## src/rtl/mul16_seq.sv

```systemverilog
// Sequential 16x16 multiplier returning the low 16 bits of the product.
// A single add16 instance is reused once per multiplier bit in a shift-and-add loop.

module add16 (
  input  logic [15:0] x,
  input  logic [15:0] y,
  output logic [15:0] sum
);
  assign sum = x + y;
endmodule

// state | meaning
// IDLE  | waiting for start, ready=1
// RUN   | one shift-and-add step per cycle, busy=1
// DONE  | product just loaded, done=1, ready=1 (back-to-back start allowed)
module mul16_seq #(
  parameter bit EARLY_EXIT = 1'b0
) (
  input  logic        clk,
  input  logic        rst_n,
  input  logic        start,
  input  logic [15:0] a,
  input  logic [15:0] b,
  output logic        ready,
  output logic        busy,
  output logic        done,
  output logic [15:0] product
);
  typedef enum logic [1:0] {S_IDLE, S_RUN, S_DONE} state_t;

  state_t      state;
  logic [15:0] mcand;
  logic [15:0] mplier;
  logic [15:0] acc;
  logic [3:0]  cnt;
  logic [15:0] addend;
  logic [15:0] sum;
  logic        last_step;

  assign addend = mplier[0] ? mcand : 16'h0000;

  add16 u_add16 (
    .x   (acc),
    .y   (addend),
    .sum (sum)
  );

  // Early exit fires once no set multiplier bits remain above the one in use now.
  assign last_step = (cnt == 4'd15) || (EARLY_EXIT && (mplier[15:1] == 15'd0));

  always_ff @(posedge clk or negedge rst_n) begin
    if (!rst_n) begin
      state   <= S_IDLE;
      mcand   <= 16'h0000;
      mplier  <= 16'h0000;
      acc     <= 16'h0000;
      cnt     <= 4'd0;
      product <= 16'h0000;
      ready   <= 1'b1;
      busy    <= 1'b0;
      done    <= 1'b0;
    end else begin
      case (state)
        S_IDLE, S_DONE: begin
          if (start) begin
            mcand  <= a;
            mplier <= b;
            acc    <= 16'h0000;
            cnt    <= 4'd0;
            state  <= S_RUN;
            ready  <= 1'b0;
            busy   <= 1'b1;
          end else begin
            state  <= S_IDLE;
            ready  <= 1'b1;
            busy   <= 1'b0;
          end
          done <= 1'b0;
        end
        S_RUN: begin
          acc    <= sum;
          mcand  <= {mcand[14:0], 1'b0};
          mplier <= {1'b0, mplier[15:1]};
          cnt    <= cnt + 4'd1;
          if (last_step) begin
            product <= sum;
            state   <= S_DONE;
            ready   <= 1'b1;
            busy    <= 1'b0;
            done    <= 1'b1;
          end
        end
        default: begin
          state <= S_IDLE;
          ready <= 1'b1;
          busy  <= 1'b0;
          done  <= 1'b0;
        end
      endcase
    end
  end
endmodule

```

## config.mk

```make
export PLATFORM = sky130hd
export DESIGN_NAME = mul16_seq
export DESIGN_NICKNAME = d
export VERILOG_FILES = /design/src/rtl/mul16_seq.sv
export SDC_FILE = /design/constraint.sdc
export NUM_CORES = 1
export LEC_CHECK = 0
export ABC_AREA = 1
export CORE_MARGIN = 2
export CORE_UTILIZATION = 50
export CTS_BUF_LIST = sky130_fd_sc_hd__clkbuf_16
export CTS_CLUSTER_DIAMETER = 120
export DETAILED_ROUTE_END_ITERATION = 6
export DONT_BUFFER_PORTS = 1
export SLEW_MARGIN = 25
export SYNTH_ARGS = -nofsm -noshare
export SYNTH_HDL_FRONTEND = slang
export SYNTH_SLANG_ARGS = --single-unit
```

## constraint.sdc

```tcl
create_clock -name clk -period 4.3 [get_ports clk]
set_input_delay 0.86 -clock clk [delete_from_list [all_inputs] [get_ports clk]]
set_output_delay 0.86 -clock clk [all_outputs]
set_load 0.05 [all_outputs]
```

==> impl_metrics.py <==
metrics = {
    "status": {
        "outcome": "finished, final reports clean",
    },
    "sta": {
        "worst_pin_slew_ps": 639.1,
        "finalSetupTns_ps": 0,
        "setup_viol": 0,
        "maxSlewHeadroom_pct": 57.39,
        "period_needed_ps": 2716,
        "skew_ps": 8.432,
        "fin_crit_sh_pct": 63.17,
        "finalWorstSetupSlack_ps": 1584,
        "rsz0062_at_grt": "false",
        "hold_violations": 0,
        "whs_ps": 213.9,
        "slew_viol_final": 0,
        "fmax_mhz": 368.2,
    },
    "critical_path": {
        "startpoint": "state[0]$_DFFE_PN0P_",
        "r2r-start": "state[0]$_DFFE_PN0P_",
        "arrival_ps": 2940,
        "setup.worst_path.start_class": "flip-flop",
        "rr_worst_depth": 6,
        "cp_slowest_cell": "dfrtp_1",
        "cp-end-kind": "flip-flop",
        "path_cells": "inv_2 -> nor2_8 -> inv_4 -> nand2_4 -> inv_2 -> a22o_1",
        "cp_slowest_stage_delay_ps": 640,
        "r2r-end": "acc[4]$_DFFE_PN0P_",
        "required_ps": 4520,
        "path_common_cell": "inv_2",
        "critPathCapture": "acc[4]$_DFFE_PN0P_",
        "reg2reg_slack_ps": 1580,
        "path_class": "flip-flop to flip-flop",
        "path_max_fanout": 36,
    },
    "clock_tree": {
        "cts.clk_slew.worst_paths_ps": 60,
        "cts_resized": 0,
        "cts_buffers": 9,
        "clock_sinks": 71,
        "cts_root_buffer": "clkbuf_16",
        "cts-htree-levels": 3,
        "cts_tree": "yes",
        "postCtsSetupBuffers": 0,
        "clock_path_buffers": 2,
        "clock_latency_ps": 330,
        "cts_hold_buf": 0,
    },
    "die": {
        "rows": 32,
        "fp.dieArea_mm2": 0.008578,
        "core-area_mm2": 0.007647,
        "pin_count": 54,
        "dieWidth_um": 92.62,
        "die_y_um": 92.62,
        "start_util_pct": 51.34,
    },
    "power_and_ir_drop": {
        "p_total_w": 0.003699,
        "leakagePower_nw": 2.316,
        "p_per_area_mw_per_mm2": 870.1,
        "ir_drop_mv": 0.4744,
    },
    "grt": {
        "grt_max_degree": 72,
        "grt_overflow_total": 0,
        "antenna_found_initial": 0,
        "grt_pass1_vias": 3225,
        "grt_first_pass_wirelength_um": 15280,
        "grtUsageTotal_pct": 22.46,
    },
    "logic_synthesis": {
        "yosysSeqAreaShare_pct": 45.28,
        "synth-seq-cells": 71,
        "synth.distinct_cells": 33,
        "synth.area.top_cells": "dfrtp_1, nand2_1, nand3_1",
        "yosys_warnings": 0,
        "syn_area_per_cell_um2": 7.714,
        "synth_area_mm2": 0.003926,
        "synth_area_leader_cell": "dfrtp_1",
        "syn_nets": 561,
        "netlist.area_leader.share_pct": 44.61,
        "syn_inst": 509,
    },
    "cells_and_area": {
        "layout_commonest_cell": "nand2_1",
        "diodes": 0,
        "instances_no_fill": 608,
        "layout_common_cells": "nand2_1, nand3_1, dfrtp_1, inv_1, ha_1",
        "drive_gt1_share_pct": 4.941,
        "nets": 553,
        "synthToLayoutAreaGrowth_pct": 8.286,
    },
    "placement": {
        "hpwlAfterDp_um": 6067,
        "gp_congestion": 0.8961,
        "place_ws_ps": 1563,
        "place_inst": 592,
        "port_buffers": 0,
    },
    "flow_run": {
        "max_cap_violations": 0,
    },
    "drt": {
        "wire_per_inst_um": 14.39,
        "drc": 0,
        "firstDrtPassIters": 4,
        "drt-vias-per-instance": 5.227,
        "wl_um": 8747,
        "first_iter_violations": 133,
        "ant_nets": 0,
        "dr_total_vias": 3178,
    },
    "min_path": {
        "min_path_type": "primary input to async pin",
    },
}
[worst max-delay path, delay by kind of cell (launching register included)]
family                 cells  cell delay (ps)
DFF                        1              640
AOI/OAI and AO/OA          1              320
and+or+nand+nor            2              750
buffers and inverters      3              880
[layout make-up]
| class | instances | area [um^2] |
|---|---|---|
| Fill cell | 736 | 3396 |
| Sequential cell | 71 | 1778 |
| Multi-Input combinational cell | 350 | 1795 |
| Inverter | 69 | 261.5 |
| Clock inverter | 7 | 63.81 |
| Tap cell | 102 | 127.6 |
| Clock buffer | 9 | 225.2 |
[through the flow]
| step | utilization [%] | cell area, um^2 |
|---|---|---|
| final | 55.60 | 4252 |
| after global routing | 55.60 | 4252 |
| after CTS | 55.60 | 4252 |
| after detailed placement | 51.82 | 3963 |
| after global placement | 51.82 | 3963 |
| after floorplan | - | 3926 |
[cells by family (layout without fill, tap and decap cells)]
| logic type | Yosys count | after routing | share of synthesized area (%) |
|---|---|---|---|
| xor+xnor | 5 | 5 | 1.115 |
| fa+ha+maj | 17 | 17 | 5.609 |
| flops | 71 | 71 | 45.28 |
| buf+inv | 88 | 85 | 8.986 |
| compound gates | 36 | 36 | 6.947 |
| simple gates | 292 | 292 | 32.06 |
[where the power goes]
part	internal [W]	leakage [nW]	total [W]	switching, W
Combinational	0.000542	1.30	0.00147	0.000929
Clock	0.000444	0.140	0.000730	0.000287
Sequential	0.000990	0.871	0.00150	0.000508
[state kept, by name, indices dropped and copies added, names as in the netlist]
| signal | cells |
|---|---|
| ready | 1 |
| state | 2 |
| mcand | 16 |
| mplier | 16 |
| acc | 16 |
| product | 16 |
| cnt | 4 |
[cell usage after synthesis]
master	number
nor2_8	1
nor2_4	1
fa_1	1
ha_1	16
dfstp_2	1
dfrtp_1	70
or2_2	3
nand2_4	1
or2_1	2
buf_2	7
nor2_1	12
o211ai_1	3
buf_6	1
o221ai_1	14
nand2_1	188
o21ai_0	1
nand4_1	1
inv_4	1
inv_1	65
buf_1	1
xnor2_1	1
nor3_1	3
xor2_1	4
inv_2	3
nand3_1	74
a21oi_1	10
clkbuf_1	9
and2_1	1
a22o_1	6
a32o_1	2
or2_0	1
nand3b_1	4
buf_4	1
[layer usage]
layer  vias to the layer above  global-route usage, %  share of wire, %  wire length [um]
met5                         -                      0                 0                 0
met4                         0                  10.54               2.4               211
met3                        17                  4.801               5.4               468
met2                        72                  33.58                43              3793
met1                      1470                  31.32                49              4274
li1                       1619                      -                 -                 -
[worst min-delay path by stage]
stage	slack, ps	endpoint
after detailed placement	470	cnt[3]$_DFFE_PN0P_
after floorplan	440	cnt[3]$_DFFE_PN0P_
after CTS	210	product[1]$_DFFE_PN0P_
after global routing	200	product[3]$_DFFE_PN0P_
final	210	acc[2]$_DFFE_PN0P_
after global placement	460	cnt[3]$_DFFE_PN0P_
(Power assumes the default switching activity.)
==> variant (config.mk and constraints unchanged) <==
Set the parameter `EARLY_EXIT` to 1'b1 (it was 1'b0).
--- a/src/rtl/mul16_seq.sv
+++ b/src/rtl/mul16_seq.sv
@@ -15,5 +15,5 @@
 // DONE  | product just loaded, done=1, ready=1 (back-to-back start allowed)
 module mul16_seq #(
-  parameter bit EARLY_EXIT = 1'b0
+  parameter bit EARLY_EXIT = 1'b1
 ) (
   input  logic        clk,
Behaviour: not the same (Yosys sat finds a counterexample within 4 cycles, from zero or initial values and one cycle with rst_n low).
==> variant against the original RTL <==
  * Setup slack improved by 420 ps
  * Combinational power up 4%
  * Global-route usage shrank 0.68 points
  * Clock power is 7.8% higher
  * Sequential cell count unchanged
  * Synthesized area shrank 0.57%
  * Wire length decreased by 3.6%
  * Largest cell class is now sequential cells
  * Die area fell by 0.55%
  * Power is 3.1% higher
  * Synthesized cell count decreased by 0.20%
  * Design area grew 0.65%
  * Sequential share of layout area shrank 0.27 points
==> variant: results (changes against the original RTL) <==
* Largest net degree at the start of global routing at 72 (unchanged)
* Root Buffer: clkbuf_16
* Async SR Flop Fraction at 1.00 (unchanged)
* Cell total after placement at 596 (+0.68%)
* Yosys warning count at 0 (unchanged)
* WL met2 at 3740 um (-1.3%)
* Antenna cells at 0 (unchanged)
* Met3 usage at 0.0448 (-0.00325)
* P_leak at 2.36 nW (+1.8%)
* Placed inst area at 3970 sq um (about the same)
* Slew headroom at 0.423 (-0.151)
* Worst VDD drop at 0.348 mV (-27%)
* Sequential power share at 0.393 (-0.012)
* GR Util met1 at 0.305 (-0.00805)
* Post-cts resize count at 0 (unchanged)
* Post-Route WL at 8430 um (-3.6%)
* Most used flip-flop cell after synthesis: dfrtp_1
* DR iter-0 viols at 151 (+14%)
* Final GP Congestion at 0.938 (+4.7%)
* Sequential area share after synthesis at 0.455 (+0.00261)
* Worst EP arrival at 2510 ps (-430 ps)
* CTS Buf Count at 9 (unchanged)
* GRT Util Overall at 0.218 (-0.00682)
* R2R depth at 7 (+1)
* Synth unique cells at 28 (-15%)
* Final Non-Filler Cells at 612 (+0.66%)
* Synth top area cells: dfrtp_1 (45%), nand2_1 (20%), inv_1 (7.4%)
* DR WL met3 at 332 um (-29%)
* Synth Net Count at 560 (-0.18%)
* Routed via count at 3126 (-1.6%)
* Top cells by count, synth: nand2_1 (203), inv_1 (77), dfrtp_1 (70), nand3_1 (29), o221ai_1 (20)
* Crit Path Max Fanout at 30 (-17%)
* Post-DP HPWL at 5840 um (-3.8%)
* Status: complete, no violations
* CP max stage cell: dfrtp_1
* Worst R2R Start: state[0]
* Setup Buffers After CTS at 0 (unchanged)
* First-pass GRT wire length at 14800 um (-3.4%)
* Port bufs at 0 (unchanged)
* Filler instances at 728 (-1.1%)
* Clk_lat worst skew at 330 ps (about the same)
* Clk buf depth at 2 (unchanged)
* CTS clk-pin slew, worst paths at 60 ps (about the same)
* First-pass DRT Iterations at 4 (unchanged)
* Hold WC Path Type: input port to asynchronous set/reset pin
* Layout cells sized above 1 at 0.0510 (+0.00157)
* WL met1 at 4300 um (+0.63%)
* FF-to-FF setup slack at 2000 ps (+420 ps)
* P_comb at 1.53 mW (+4%)
* Post-Route Skew at 9.29 ps (+0.860 ps)
* Syn Inst Count at 508 (-0.20%)
* Int Pwr at 2.06 mW (+4.2%)
* Uppermost routed layer: met4
* Initial antenna violation count at 0 (unchanged)
* Grt met2 use at 0.341 (+0.00547)
[variant: changes by cell type in the layout (fill, tap and decap cells not counted), moves of 2 or more]
cell,change
nand2_1,+15
o221ai_1,+6
buf_4,+2
inv_1,+13
xor2_1,+3
or2_1,-2
nor2_1,+6
nand2_2,+2
a22o_1,-2
nand3_1,-45
o211ai_1,+5
a21oi_1,+2
o21ai_0,+6
[variant: metrics by stage]
stage               utilization  hold slack (ps)  worst slack [ps]  power [mW]
floorplan                     -              441              2230        2.71
global placement          0.518              459              2060        3.01
detailed placement        0.518              466              2000        3.04
CTS                       0.560              213              1990        3.84
global route              0.560              206              1840        4.17
finish                    0.560              219              2000        3.81
[variant: worst max path at each step]
stage / startpoint / to / cells after the start
final: state[0] / acc[4] / 7
after global routing: state[0] / mplier[1] / 8
after CTS: state[0] / mcand[15] / 8
after detailed placement: state[0] / mcand[15] / 8
after global placement: state[0] / acc[4] / 7
after floorplan: mplier[0] / acc[14] / 14
[variant: kinds of logic (layout without fill, tap and decap cells)]
group	Yosys count	in the layout	share of synthesized area
AOI/OAI and AO/OA	52	52	0.0962
xor gates and xnor gates	8	8	0.0179
adders and majority gates	17	17	0.0564
buffers and inverters	96	98	0.0990
DFF	71	71	0.455
and+or+nand+nor	264	264	0.275
[variant: cell type report]
class                      instances  area share
clock inverter                     7      0.0208
multi-input combinational        341       0.406
clock buffer                       9      0.0526
timing repair buffer               2     0.00351
sequential                        71       0.415
inverter                          80      0.0713
tap                              102      0.0298
[variant: critical path: cells and delay by family, from the launching register on]
family / cells / cell delay [ps]
and+or+nand+nor: 2 / 250
buffers and inverters: 4 / 970
DFF: 1 / 630
AOI/OAI and AO/OA: 1 / 300
